===== src/rtl/reservoir_pkg.sv =====
// Shared constants and helper functions for the reservoir level controller.
package reservoir_pkg;

  localparam int DEF_N_LEVELS        = 3;
  localparam int DEF_DEBOUNCE_CYCLES = 4;
  localparam int DEF_MIN_ON_CYCLES   = 8;

  // Width needed to hold a band number in 0..n.
  function automatic int lw_width(input int n);
    return $clog2(n + 1);
  endfunction

  // Helpers take an 8-bit vector, which covers the widest supported sensor set.
  function automatic int popcount(input logic [7:0] v);
    int c;
    c = 0;
    for (int i = 0; i < 8; i++) c += int'(v[i]);
    return c;
  endfunction

  // A valid thermometer code has every set bit below every clear bit.
  function automatic logic thermo_valid(input logic [7:0] v);
    logic [8:0] mask;
    mask = (9'd1 << popcount(v)) - 9'd1;
    return v == mask[7:0];
  endfunction

  // Index of the highest set bit plus one, or 0 when no bit is set.
  function automatic int highest_band(input logic [7:0] v);
    int b;
    b = 0;
    for (int i = 0; i < 8; i++) if (v[i]) b = i + 1;
    return b;
  endfunction

endpackage


===== src/rtl/sensor_debounce.sv =====
// Single-bit debounce filter: the output follows the raw input only after it
// has disagreed for DEBOUNCE_CYCLES consecutive samples.
module sensor_debounce
  import reservoir_pkg::*;
#(
  parameter int DEBOUNCE_CYCLES = DEF_DEBOUNCE_CYCLES
) (
  input  logic clk,
  input  logic reset,
  input  logic raw,
  output logic filtered
);

  localparam int CW = (DEBOUNCE_CYCLES > 1) ? $clog2(DEBOUNCE_CYCLES) : 1;

  logic [CW-1:0] cnt;

  // NOTE: sequential state uses non-blocking assignments so every register
  // samples pre-edge values regardless of statement order.
  always_ff @(posedge clk or posedge reset) begin
    if (reset) begin
      filtered <= 1'b1;
      cnt      <= '0;
    end else if (raw == filtered) begin
      cnt <= '0;
    end else if (int'(cnt) == DEBOUNCE_CYCLES - 1) begin
      filtered <= raw;
      cnt      <= '0;
    end else begin
      cnt <= cnt + CW'(1);
    end
  end

endmodule


===== src/rtl/reservoir_level_controller.sv =====
// Debounced N-sensor reservoir level tracker with staged fill pumps, per-pump
// minimum-on hold and latched alarm. Optional macro RESERVOIR_FAULT_DETECT_EN
// adds thermometer-code fault detection with alarm and pump override.
module reservoir_level_controller
  import reservoir_pkg::*;
#(
  parameter  int N_LEVELS        = DEF_N_LEVELS,
  parameter  int DEBOUNCE_CYCLES = DEF_DEBOUNCE_CYCLES,
  parameter  int MIN_ON_CYCLES   = DEF_MIN_ON_CYCLES,
  localparam int LW              = lw_width(N_LEVELS)
) (
  input  logic                clk,
  input  logic                reset,
  input  logic [N_LEVELS-1:0] sensor,
  input  logic                alarm_ack,
  output logic [LW-1:0]       level,
  output logic [N_LEVELS-1:0] pump_en,
  output logic                alarm,
  output logic                sensor_fault
);

  localparam int CW = (MIN_ON_CYCLES > 0) ? $clog2(MIN_ON_CYCLES + 1) : 1;

  logic [N_LEVELS-1:0] filtered;
  logic                fault;
  logic [LW-1:0]       target;
  logic [LW-1:0]       level_next;
  logic [N_LEVELS-1:0] pump_next;
  logic [CW-1:0]       on_cnt      [N_LEVELS];
  logic [CW-1:0]       on_cnt_next [N_LEVELS];
  logic                alarm_cond;

  for (genvar g = 0; g < N_LEVELS; g++) begin : g_deb
    sensor_debounce #(.DEBOUNCE_CYCLES(DEBOUNCE_CYCLES)) u_deb (
      .clk      (clk),
      .reset    (reset),
      .raw      (sensor[g]),
      .filtered (filtered[g])
    );
  end

`ifdef RESERVOIR_FAULT_DETECT_EN
  assign fault  = !thermo_valid(8'(filtered));
  assign target = LW'(popcount(8'(filtered)));
`else
  assign fault  = 1'b0;
  assign target = LW'(highest_band(8'(filtered)));
`endif

  // NOTE: every always_comb output gets a default first so no path can
  // leave a value unassigned and infer a latch.
  always_comb begin
    level_next = level;
    if (!fault) begin
      if (level < target)      level_next = level + LW'(1);
      else if (level > target) level_next = level - LW'(1);
    end
  end

  // A pump stays on if demanded, forced by a fault, or still inside its hold.
  always_comb begin
    for (int i = 0; i < N_LEVELS; i++) begin
      pump_next[i]   = fault
                     || (i < N_LEVELS - int'(level))
                     || (pump_en[i] && (int'(on_cnt[i]) + 1 < MIN_ON_CYCLES));
      on_cnt_next[i] = '0;
      if (pump_next[i] && pump_en[i] && (int'(on_cnt[i]) < MIN_ON_CYCLES))
        on_cnt_next[i] = on_cnt[i] + CW'(1);
      else if (pump_next[i] && pump_en[i])
        on_cnt_next[i] = on_cnt[i];
    end
  end

  assign alarm_cond = (level == '0) || fault;

  // NOTE: the on-counter array is reset with the rest of the state because a
  // stale count after reset would shorten the first hold of each pump.
  always_ff @(posedge clk or posedge reset) begin
    if (reset) begin
      level        <= LW'(N_LEVELS);
      pump_en      <= '0;
      alarm        <= 1'b0;
      sensor_fault <= 1'b0;
      on_cnt       <= '{default: '0};
    end else begin
      level        <= level_next;
      pump_en      <= pump_next;
      sensor_fault <= fault;
      on_cnt       <= on_cnt_next;
      if (alarm_cond)     alarm <= 1'b1;
      else if (alarm_ack) alarm <= 1'b0;
    end
  end

endmodule


===== config.mk =====
export PLATFORM = sky130hd
export DESIGN_NAME = reservoir_level_controller
export DESIGN_NICKNAME = d
export VERILOG_FILES = /design/src/rtl/reservoir_pkg.sv /design/src/rtl/sensor_debounce.sv /design/src/rtl/reservoir_level_controller.sv
export SDC_FILE = /design/constraint.sdc
export NUM_CORES = 1
export LEC_CHECK = 0
export BUFFER_PORTS_ARGS = -buffer_cell sky130_fd_sc_hd__buf_4
export CORE_ASPECT_RATIO = 0.8
export CORE_MARGIN = 2
export CORE_UTILIZATION = 30
export DETAILED_ROUTE_END_ITERATION = 8
export PLACE_DENSITY_LB_ADDON = 0.12
export SLEW_MARGIN = 25
export SYNTH_ARGS = -nofsm -noshare
export SYNTH_HDL_FRONTEND = slang
export SYNTH_HIERARCHICAL = 1
export SYNTH_SLANG_ARGS = --single-unit

===== constraint.sdc =====
create_clock -name clk -period 3.9 [get_ports clk]
set_clock_uncertainty 0.15 [all_clocks]
set_input_delay 0.195 -clock clk [delete_from_list [all_inputs] [get_ports clk]]
set_output_delay 0.195 -clock clk [all_outputs]
set_load 0.01 [all_outputs]

==> impl_summary.md, run 1 <==
Timing
The final setup violation count is 0. Setup repair after global routing left no endpoint under its margin. The total count of max-transition violations in the final report came to 0. Across all setup checks in the final design, the least slack found is 2020 ps. The final period utilization is 0.481. The worst max-slew margin expressed relative to the limit is 0.516. The final hold violation count is 0.

For the pin with the worst max-slew slack, the measured transition is 725 ps. Timing would allow up to between 500 and 600 MHz. The final critical delay including setup and external delays is 1880 ps.

The final-layout setup total negative slack is 0 ps.

Synth
Yosys mapped the design onto 36 distinct sky130hd cell types. In this run the cell area of the synthesized design comes to about 1400 um2. The top flip-flop cell by instance count after synthesis is sky130_fd_sc_hd__dfrtp_1. The post-synthesis average cell area is 10.7 um2. After synthesis, the most frequently instantiated cells are 22 x sky130_fd_sc_hd__dfrtp_1, 10 x sky130_fd_sc_hd__inv_1, 9 x sky130_fd_sc_hd__nand2_1. The compound-gate portion of the synthesized area is 0.171. Synthesis produced about 140 cells. In the synthesized netlist the async set-or-reset flop fraction comes to 1.00. The area share of the largest cell type after synthesis is 0.382.

Counting flops with a built-in enable in the synthesized netlist gives 0. The biggest area contributor in the post-synthesis netlist is sky130_fd_sc_hd__dfrtp_1. By area the synthesized netlist is led by sky130_fd_sc_hd__dfrtp_1 38%, sky130_fd_sc_hd__dfstp_2 9.1%, sky130_fd_sc_hd__ha_1 6.9%. The combinational family with the most area after synthesis is compound AO/OA/AOI/OAI gates. Of the total synthesized cell area, the portion taken by AND, OR, NAND and NOR gates is 0.134. The net count after synthesis is 149. The number of synthesis warnings is 6. The xor and xnor fraction of the mapped netlist area is 0.0425. Synthesis inferred 27 register bits. Of the total synthesized cell area, the portion taken by full adders, half adders and majority gates is 0.0694. Measured against the total synthesized area, the mux share comes to 0.0599.

The sequential cell area fraction in the yosys report is 0.473. The most instantiated library cell after synthesis is sky130_fd_sc_hd__dfrtp_1.

Setup path
The worst setup path is launched from a register. The type of destination of the critical path is a register. Traced cell by cell, the critical path runs through ha_1, nor2b_1, o31a_1, a211oi_2.

The endpoint identified for the worst register-to-register timing path is level[1]. The endpoint arrival time on the critical path is 1910 ps. The slack of the worst reg-to-reg path is about 2000 ps.

The data required time of the critical path is 3940 ps. The most critical setup path has its startpoint at level[1]. Counting both buffers and inverters, the worst setup path holds a total of 0.

On the worst path, the slowest cell contributes a delay of just under 700 ps. The launch instance of the worst register-to-register path is level[1]. Along the worst path, the maximum fanout reaches 13. For the worst flop-to-flop path, the logic depth is 4.

By startpoint and endpoint, the worst setup path is classified as reg2reg. The master of the slowest instance on the critical path is sky130_fd_sc_hd__dfstp_2. The dominant delay contributor by cell family on the critical path is flip-flops.

Global route
The number of antenna violations at the first check in global routing was 0. The total congestion overflow is 0. The largest net degree at the start of global routing is 19.

The number of global-route vias before repair was about 950. The wire length of the first global-routing pass is 4.47 mm. Across every metal layer, demand over resource in global routing totals 0.109.

Route
The mean routed wirelength per cell is around 13 um. The post-route DRC violation count is 0. In the routed layout, each cell is associated on average with a via count of about 5.

The iteration-0 DRC count of the detailed router is between 40 and 50. The count of vias placed by the detailed router is 1,011. The detail route stage leaves a number of antenna-violating nets equal to 0. For this block, the routed nets add up to 2.59 mm of wire. The first TritonRoute pass finished after 4 iterations.

Cells and area
From synthesis to final layout, the design area changed by 13.5%. In the final layout, the multi-input gates occupy just under 700 um2. 0 antenna diodes ended up in the layout. The number of nets in the layout is between 150 and 200. The count of fill cells added during filler insertion is around 440.

The fraction of layout cells with a size suffix above 1 is 0.211. The area used by sequential logic in the layout is 682 um2.

Clock tree
The H-tree depth is 1. TritonCTS built the clock tree. In this run, CTS created clock tree buffers numbering 3.

The number of clock sinks is 27. After clock tree synthesis, the clock-pin slew on the worst setup and hold paths is 90 ps. The clock latency at the later pin of the worst-skew pair is 270 ps. The clock root buffer master is sky130_fd_sc_hd__clkbuf_8. Counting along the longest clock path gives a buffer depth of 2.

Run status
The run finished with clean final reports.

Placed design
The total of buffers placed on input and output ports is 11. The half-perimeter wire length after detailed placement is 1.96 mm. OpenSTA, run right after detailed placement, puts the worst setup slack at just over 2000 ps. Routability-driven placement finished with a final weighted congestion of 0.699.

Die
The vertical die dimension is 66.0 um. From left edge to right edge, the die measures between 80 and 90 um. The floorplan step defined a core boundary enclosing 4600 um2. For this design the top-level I/O count stands at 13.

The area of the die is 5380 um2. The initial core utilization is 0.314. The floorplan has 22 rows.

Power and ir drop
The leakage power figure is 0.000738 uW. The peak supply drop is roughly 0.28 mV. Dividing total power by cell area gives a power density of between 800 and 900 nW/um2.

Worst hold path
Counting instances, the worst hold path has a depth of 2. The path class of the tightest hold or removal check is in2reg. The worst hold path begins at sensor[0].

The endpoint with the worst hold slack is g_deb[0].u_deb/filtered.

Flow run
Max-cap violations in this run came to 0.
[repair_timing]
action                                 CTS  global route
setup endpoints to repair                0             0
hold buffers                             2             0
buffers inserted                         0             0
gates resized for setup                  0             0
endpoints found under the hold margin   26             0
[cell type report]
class | count | share of cell area
clock buffers | 4 | 0.0275
multi-input cells | 92 | 0.422
inverters | 11 | 0.0252
repair buffers | 13 | 0.0627
flip-flops and latches | 27 | 0.417
well taps | 60 | 0.0459
[registers in the layout, summed over array words and instances (netlist names)]
name	flops
alarm	1
g_deb.u_deb/cnt	6
g_deb.u_deb/filtered	3
level	2
on_cnt	12
pump_en	3
[report_power, final]
part | switching (uW) | internal [uW] | total, uW
logic | 278 | 307 | 585
clock network | 83.9 | 73.1 | 157
registers | 153 | 428 | 581
[per-stage QoR]
step                      area (um2)  instances  power, uW   util  hold slack, ps
after detailed placement        1570        201       1180  0.342           -51.7
after global placement          1570        201       1140  0.342           -52.2
after CTS                       1640        207       1340  0.356            17.4
after floorplan                 1440        135       1020      -            -202
after global routing            1640        207       1450  0.356            18.7
final                           1640        207       1320  0.356            27.1
[worst max path at each step]
stage | to | slack [ps] | depth (start not counted)
6_report | level[1] | 2020 | 4
4_1_cts | level[1] | 2000 | 4
5_1_grt | level[1] | 1950 | 4
3_5_place_dp | level[1] | 2020 | 4
2_1_floorplan | level[1] | 2230 | 5
3_3_place_gp | level[1] | 2150 | 4
[logic make-up (layout without fill, tap and decap cells)]
logic type / after synthesis / count (layout)
muxes: 8 / 8
DFF: 27 / 27
buffers and inverters: 16 / 28
adders and majority gates: 8 / 8
and+or+nand+nor: 34 / 34
other: 1 / 1
AOI/OAI and AO/OA: 34 / 34
xor gates and xnor gates: 7 / 7
[per-layer routing]
metal | global-route usage | wire length, um
met1 | 0.131 | 1240
met2 | 0.191 | 1260
met3 | 0.0328 | 71
met4 | 0.0254 | 22
met5 | 0 | 0
[layout by cell type, fill, tap and decap left out]
| cell type | count |
|---|---|
| sky130_fd_sc_hd__a2111oi_2 | 1 |
| sky130_fd_sc_hd__a211oi_1 | 4 |
| sky130_fd_sc_hd__a211oi_2 | 1 |
| sky130_fd_sc_hd__a21o_1 | 3 |
| sky130_fd_sc_hd__a21oi_1 | 7 |
| sky130_fd_sc_hd__a311oi_1 | 1 |
| sky130_fd_sc_hd__a31oi_1 | 2 |
| sky130_fd_sc_hd__and3_1 | 2 |
| sky130_fd_sc_hd__and4b_1 | 1 |
| sky130_fd_sc_hd__buf_4 | 11 |
| sky130_fd_sc_hd__clkbuf_1 | 1 |
| sky130_fd_sc_hd__clkbuf_8 | 3 |
| sky130_fd_sc_hd__conb_1 | 1 |
| sky130_fd_sc_hd__dfrtp_1 | 22 |
| sky130_fd_sc_hd__dfstp_2 | 5 |
| sky130_fd_sc_hd__dlygate4sd3_1 | 2 |
| sky130_fd_sc_hd__ha_1 | 8 |
| sky130_fd_sc_hd__inv_1 | 10 |
| sky130_fd_sc_hd__inv_2 | 1 |
| sky130_fd_sc_hd__mux2_2 | 5 |
| sky130_fd_sc_hd__mux2i_1 | 3 |
| sky130_fd_sc_hd__nand2_1 | 9 |
| sky130_fd_sc_hd__nand3_1 | 2 |
| sky130_fd_sc_hd__nand4b_1 | 2 |
| sky130_fd_sc_hd__nor2_1 | 5 |
| sky130_fd_sc_hd__nor2b_1 | 7 |
| sky130_fd_sc_hd__nor3_1 | 2 |
| sky130_fd_sc_hd__nor3_2 | 3 |
| sky130_fd_sc_hd__o2111a_1 | 1 |
| sky130_fd_sc_hd__o211a_1 | 2 |
| sky130_fd_sc_hd__o211ai_1 | 3 |
| sky130_fd_sc_hd__o21a_1 | 3 |
| sky130_fd_sc_hd__o21ai_0 | 5 |
| sky130_fd_sc_hd__o31a_1 | 1 |
| sky130_fd_sc_hd__or2_2 | 1 |
| sky130_fd_sc_hd__xnor2_1 | 5 |
| sky130_fd_sc_hd__xor2_1 | 2 |
[worst register-to-register path: cells and delay by family, from the launching register on]
family,cells,cell delay [ps]
flops,1,690
compound gates,2,500
fa+ha+maj,1,290
simple gates,1,170
(Power assumes the default switching activity.)
==> run 2, diff against run 1 <==
==> constraint.sdc (replaced) <==
create_clock -name clk -period 1.8 [get_ports clk]
set_clock_uncertainty 0.15 [all_clocks]
set_input_delay 0.09 -clock clk [delete_from_list [all_inputs] [get_ports clk]]
set_output_delay 0.09 -clock clk [all_outputs]
set_load 0.01 [all_outputs]
==> run 2 against run 1 <==
- worst setup slack got worse by 2000 ps
- via count rose by 2.3%
- sequential cell count did not move
==> impl_summary.md, run 2 (synthesis gave the netlist of run 1 again) <==
Setup path
The worst setup path is captured at a register. The endpoint arrival time on the critical path is 1780 ps (-130 ps). The launch instance of the worst register-to-register path is g_deb[1].u_deb/filtered. STA classifies the critical path startpoint as a register. The critical-path maximum fanout is 4 (-9). The data required time of the critical path is 1850 ps (-2090 ps). The critical path is of the reg2reg type.

The startpoint of the most critical setup path is g_deb[1].u_deb/filtered.

Route
The mean routed wirelength per cell is 12.6 um (+0.98%). The count of vias placed by the detailed router was 1,034 (+2.3%). The via-per-instance ratio is 4.83 (-1.1%). The post-route DRC violation count is 0 (unchanged). The overall routed net length is 2.71 mm (+4.4%). The count of TritonRoute iterations in the first routing pass is 4 (unchanged). The iteration-0 DRC count of the detailed router came to 51 (+21%). The antenna violation net count after detailed routing came to 0 (unchanged).

Run status
The flow ran to the end, and the final reports show no timing, DRC or antenna violations.

Die
The row count is 22 (unchanged). The die width is 81.5 um (unchanged). The core area is 4600 um2 (unchanged).

The initial core utilization is 0.314 (unchanged). The top-level I/O count is 13 (unchanged). The area of the die is 5380 um2 (unchanged).

The vertical die dimension is 66.0 um (unchanged).

Cells and area
The fraction of layout cells with a size suffix above 1 is 0.240 (+0.0294). The library cells used most frequently in the layout, excluding fill and tap cells, are 22 x sky130_fd_sc_hd__dfrtp_1, 15 x sky130_fd_sc_hd__buf_4, 10 x sky130_fd_sc_hd__inv_1. The post-route cell area is 1710 um2 (+4.3%). The most common cell after layout, fill and taps aside is sky130_fd_sc_hd__dfrtp_1. Relative to the synthesized area, the layout overhead comes to 18.4%. The number of flip-flops in the largest register was 12 (unchanged). In the final layout, the registers with the most flip-flops are on_cnt x12, g_deb.u_deb/cnt x6. The antenna diode count is 0 (unchanged). The post-route core utilization is 0.371 (+0.0152). The number of nets in the layout is 169 (+4.3%). The top register by number of flip-flops is on_cnt.

Global route
The number of antenna violations at the first check in global routing is 0 (unchanged). The total congestion overflow is 0 (unchanged). The number of global-route vias before repair is 1,107 (+16%). The wire length of the first global-routing pass is 4.96 mm (+11%). The total global-route track usage was 0.119 (+0.0101). The largest net degree at the start of global routing is 19 (unchanged).

Clock tree
The H-tree depth is 1 (unchanged). The clock latency at the later pin of the worst-skew pair is 270 ps (about the same). The clock root buffer master is sky130_fd_sc_hd__clkbuf_8.

The number of clock sinks was 27 (unchanged). The clock slew at the register clock pins of the worst setup and hold paths is 90 ps (about the same). The number of CTS-inserted buffers was 3 (unchanged). The number of buffers between clock root and the deepest sink is 2 (unchanged). The TritonCTS clock tree is built.

Timing
The achievable frequency was 576 MHz (+8.2%). The final critical delay including setup and external delays came to 1730 ps (-142 ps). The final setup violation count is 0 (unchanged). The final hold violation count is 0 (unchanged).

The total count of max-transition violations in the final report was 0 (unchanged). The final-layout setup total negative slack is 0 ps (unchanged). The least setup slack across all paths after layout came to 65.1 ps (-1960 ps).

The final period utilization is 0.964 (+0.483).

Placed design
The half-perimeter wire length after detailed placement was 2.04 mm (+3.9%). The final weighted congestion in routability-driven placement is 0.780 (+12%). The post-detailed-placement cell area was 1590 um2 (+1.4%). The pre-CTS worst setup slack is 52.1 ps (-1970 ps). The total of buffers placed on input and output ports is 11 (unchanged).

Power and ir drop
The leakage power figure is 0.000775 uW (+5.1%). The ratio of total power to cell area is 1740 nW/um2 (+120%). The peak supply drop was 0.763 mV (+170%).

The power after layout is 2980 uW (+130%).

Worst hold path
The path class of the tightest hold or removal check is in2async.

Flow run
The number of max-capacitance violations reported was 0 (unchanged).
-- run 2: changes by cell type in the layout (fill, tap and decap cells not counted), sizes merged --
cell,change
buf,+4
dlygate4sd3,+3
-- run 2: where the power goes --
group          internal [uW]  switching, uW  total [uW]
logic                    749            690        1440
clock network            159            188         346
registers                924            269        1190
total                   1830           1150        2980
-- run 2: through the flow --
step | hold WS (ps) | instances
floorplan | -307 | 135
global placement | -158 | 204
detailed placement | -155 | 204
CTS | 97.3 | 213
global route | 129 | 214
finish | 111 | 214
-- run 2: timing repair --
action                                  in CTS  in global routing
resized for setup                            0                  3
buffers inserted                             0                  1
hold endpoints to repair                    36                  0
endpoints found under the setup margin       0                  1
hold buffers                                 5                  0
-- run 2: final cells by class --
type / instances / area, um2
fillers: 472 / 2890
multi-input cells: 92 / 701
flip-flops and latches: 27 / 682
repair buffers: 20 / 163
well taps: 60 / 75.1
clock buffers: 4 / 45.0
inverters: 11 / 41.3
-- run 2: routing by layer --
layer  vias to the layer above  global-route usage  routed length, um
li1                        516                   -                  -
met1                       509               0.147               1310
met2                         7               0.204               1310
met3                         2              0.0328                 66
met4                         0              0.0339                 22
met5                         -                   0                  0
-- run 2: worst paths after layout --
check	endpoint	slack, ps	depth (start not counted)
max	level[1]	70	5
min	g_deb[0].u_deb/cnt[1]	110	3
max reg2reg	level[1]	70	5
min reg2reg	g_deb[2].u_deb/cnt[0]	310	1
max in group asynchronous	level[1]	970	4
min in group clk	g_deb[2].u_deb/cnt[0]	310	1
-- run 2: worst max-delay path: stages, from the launching register on --
cell	delay, ps
sky130_fd_sc_hd__dfstp_2	570
sky130_fd_sc_hd__nor2_1	50
sky130_fd_sc_hd__ha_1	310
sky130_fd_sc_hd__nor2b_4	150
sky130_fd_sc_hd__o2111a_1	240
sky130_fd_sc_hd__a211oi_2	190
==> run 3, diff against run 2 <==
--- a/config.mk
+++ b/config.mk
@@ -5,10 +5,12 @@
 export SDC_FILE = /design/constraint.sdc
 export NUM_CORES = 1
 export LEC_CHECK = 0
+export ABC_AREA = 1
 export BUFFER_PORTS_ARGS = -buffer_cell sky130_fd_sc_hd__buf_4
 export CORE_ASPECT_RATIO = 0.8
 export CORE_MARGIN = 2
 export CORE_UTILIZATION = 30
+export CTS_CLUSTER_SIZE = 40
 export DETAILED_ROUTE_END_ITERATION = 8
 export PLACE_DENSITY_LB_ADDON = 0.12
 export SLEW_MARGIN = 25
==> run 3 against run 2 <==
- non-clock buffer count decreased by 3
- core utilization fell by 0.71 points
- combinational power is 11% lower
- synthesized cell count grew 19%
- register-to-register slack better by 70 ps
- design area down 3.7%
- die area fell by 3.4%
- critical endpoint unchanged
- largest cell class is now registers
==> impl_summary.md, run 3 <==
Run status
The run finished with clean final reports.

Setup path
The worst setup path is launched from a register. The number of buffers and inverters on the critical path is 1 (+1). The launch instance of the worst register-to-register path is g_deb[1].u_deb/filtered. The critical-path maximum fanout came to 4 (unchanged). The critical path in this run is classified as reg2reg.

The largest stage delay on the critical path is 560 ps (about the same). For this design, the slowest cell found on the critical path is sky130_fd_sc_hd__dfstp_2. The type of destination of the critical path is a register.

The critical path goes through nor2_1, ha_1, inv_1, o21bai_1, nand3_1, mux2i_1. The dominant delay contributor by cell family on the critical path is flip-flops. The endpoint arrival time on the critical path is 1720 ps (-60 ps).

The data required time of the critical path is 1860 ps (about the same). The startpoint of the most critical setup path is g_deb[1].u_deb/filtered.

Power and ir drop
The sequential share of power is 0.420 (+0.019). The internal power consumption is 1670 uW (-8.8%). The ratio of total power to cell area was 1700 nW/um2 (-2.6%). The share of total power in the clock network is 0.123 (+0.007).

The logic gate share of total power is 0.456 (-0.027). The switching power was 1120 uW (-1.9%). The switching part of the total is 0.403 (+0.0176). The peak supply drop is 0.507 mV (-34%). The leakage power figure is 0.000893 uW (+15%).

Timing
The least setup slack across all paths after layout is 135 ps (+70.0 ps). The achievable frequency is 601 MHz (+4.2%). Setup repair after global routing left no endpoint under its margin. The final period utilization is 0.925 (-0.0389). The total count of max-transition violations in the final report is 0 (unchanged). The final-layout setup total negative slack is 0 ps (unchanged). The final critical delay including setup and external delays is 1660 ps (-70.0 ps). The final hold violation count was 0 (unchanged). The final setup violation count is 0 (unchanged).

Clock tree
The clock root buffer master is sky130_fd_sc_hd__clkbuf_8. The count of instances resized after the clock tree is built is 0 (unchanged). The clock slew at the register clock pins of the worst setup and hold paths is 100 ps (about the same). The clock latency at the later pin of the worst-skew pair came to 270 ps (about the same). The H-tree depth is 1 (unchanged).

The number of CTS-inserted buffers was 3 (unchanged). The number of buffers between clock root and the deepest sink is 2 (unchanged). The number of clock sinks is 27 (unchanged). TritonCTS built the clock tree.

Placed design
The final weighted congestion in routability-driven placement is 0.797 (+2.1%). The post-detailed-placement cell area is 1550 um2 (-2.9%). The total of buffers placed on input and output ports is 11 (unchanged). The half-perimeter wire length after detailed placement is 1.74 mm (-14%).

The number of cells in the design after placement was 231 (+13%). The pre-CTS worst setup slack was 138 ps (+86.0 ps).

Cells and area
The count of fill cells added during filler insertion is 483 (+2.3%). The number of flip-flops in the largest register is 12 (unchanged). The fraction of layout cells with a size suffix above 1 is 0.194 (-0.0458). From synthesis to final layout, the design area changed by 18.3%. The most common cell after layout, fill and taps aside is sky130_fd_sc_hd__nand2_1. on_cnt holds more flip-flops than any other register. The top cell types in the final layout, fill and taps aside, are 39 x sky130_fd_sc_hd__nand2_1, 26 x sky130_fd_sc_hd__inv_1, 22 x sky130_fd_sc_hd__dfrtp_1. The non-filler instance count after layout came to 240 (+12%).

The number of nets in the layout is 195 (+15%). The largest registers in the layout are on_cnt x12, g_deb.u_deb/cnt x6. The antenna diode count is 0 (unchanged). The post-route cell area came to 1640 um2 (-3.7%).

Route
The antenna violation net count after detailed routing was 0 (unchanged). The mean routed wirelength per cell is 9.23 um (-27%). The via-per-instance ratio is 4.10 (-15%). The overall routed net length is 2.22 mm (-18%). The iteration-0 DRC count of the detailed router came to 10 (-80%). The post-route DRC violation count came to 0 (unchanged). The count of vias placed by the detailed router is 985 (-4.7%). The count of TritonRoute iterations in the first routing pass is 3 (-1).

Synth
The post-synthesis average cell area came to 8.69 um2 (-19%). The number of synthesized flops with an enable pin is 0 (unchanged). Of all cell types, the one taking the most synthesized area is sky130_fd_sc_hd__dfrtp_1. The sequential cell area fraction in the yosys report is 0.491 (+0.0175). The most instantiated library cell after synthesis is sky130_fd_sc_hd__nand2_1.

The post-synthesis cell area was 1390 um2 (-3.6%). The area share of the largest cell type after synthesis came to 0.396 (+0.0141). The top flip-flop cell by instance count after synthesis is sky130_fd_sc_hd__dfrtp_1. The share of flip-flops with an asynchronous set or reset after synthesis came to 1.00 (unchanged).

The net count after synthesis is 174 (+17%). The number of distinct library cells after synthesis is 28 (-22%). The number of synthesized register bits is 27 (unchanged). Counting instances in the post-synthesis netlist gives the leading cell types as 39 x sky130_fd_sc_hd__nand2_1, 26 x sky130_fd_sc_hd__inv_1, 22 x sky130_fd_sc_hd__dfrtp_1.

The number of synthesis warnings was 6 (unchanged). In the post-synthesis netlist, the biggest area contributors are sky130_fd_sc_hd__dfrtp_1 40%, sky130_fd_sc_hd__nand2_1 11%, sky130_fd_sc_hd__dfstp_2 9.5%. The gate count after technology mapping is 160 (+19%).

Global route
The wire length of the first global-routing pass is 4.21 mm (-15%). The total congestion overflow came to 0 (unchanged). The total global-route track usage is 0.104 (-0.0152). The largest net degree at the start of global routing came to 19 (unchanged).

The number of global-route vias before repair is 966 (-13%). The number of antenna violations at the first check in global routing is 0 (unchanged).

Die
The initial core utilization is 0.308 (-0.00563). The row count is 22 (unchanged). The die width came to 80.1 um (-1.7%). The top-level I/O count is 13 (unchanged).

The vertical die dimension was 64.9 um (-1.7%). The core area is 4510 um2 (-1.8%). The area of the die is 5200 um2 (-3.4%).

Worst hold path
The class of the tightest hold or removal check is in2async.

Flow run
The number of max-capacitance violations reported is 0 (unchanged).
-- run 3: path summary, 6_finish.rpt --
| path | to | depth (start not counted) | slack, ps |
|---|---|---|---|
| setup / recovery | level[1] | 6 | 140 |
| hold / removal | g_deb[1].u_deb/cnt[1] | 3 | 90 |
| setup reg to reg | level[1] | 6 | 140 |
| hold reg to reg | pump_en[2] | 2 | 350 |
| max in group asynchronous | level[0] | 4 | 970 |
| min in group clk | pump_en[2] | 2 | 350 |
-- run 3: timing repair --
item | CTS | global route
hold buffers | 5 | 0
buffers inserted | 0 | 0
endpoints found under the hold margin | 37 | 0
-- run 3: worst reg2reg max path: cells and delay by family, from the launching register on --
kind	cells	cell delay [ps]
simple gates	2	210
buf+inv	1	40
mux	1	180
fa+ha+maj	1	280
flops	1	560
compound gates	1	180
-- run 3: kinds of logic after synthesis --
group | Yosys count | share of synthesized area
xor gates and xnor gates | 4 | 0.0252
AOI/OAI and AO/OA | 12 | 0.0675
muxes | 1 | 0.00720
and+or+nand+nor | 75 | 0.246
other | 1 | 0.00270
DFF | 27 | 0.491
buffers and inverters | 32 | 0.0891
adders and majority gates | 8 | 0.0720
-- run 3: final cells by class --
| class | count | area [um2] | share of cell area |
|---|---|---|---|
| inverters | 31 | 116 | 0.0708 |
| well taps | 60 | 75.1 | 0.0457 |
| clock inverters | 1 | 5.00 | 0.00304 |
| multi-input cells | 101 | 584 | 0.355 |
| clock buffers | 3 | 41.3 | 0.0251 |
| flip-flops and latches | 27 | 682 | 0.415 |
| repair buffers | 17 | 140 | 0.0852 |
-- run 3: through the flow --
stage / hold slack, ps / util / total power, uW
after global routing: 102 / 0.364 / 3140
after detailed placement: -153 / 0.343 / 2480
after global placement: -156 / 0.343 / 2440
after CTS: 91.1 / 0.364 / 2850
final: 92.9 / 0.364 / 2790
after floorplan: -307 / - / 2150
-- run 3: routing by layer --
metal | track usage | wire length, um | vias to the layer above
met3 | 0.0390 | 84 | 2
li1 | - | - | 533
met4 | 0.0191 | 18 | 0
met2 | 0.157 | 972 | 9
met5 | 0 | 0 | -
met1 | 0.144 | 1140 | 441
-- run 3: power by group through the flow --
stage	logic [uW]	registers [uW]	clock network (uW)
floorplan	983	1170	0
global placement	1260	1180	0
detailed placement	1290	1190	0
CTS	1310	1180	366
global route	1530	1220	385
finish	1280	1170	345
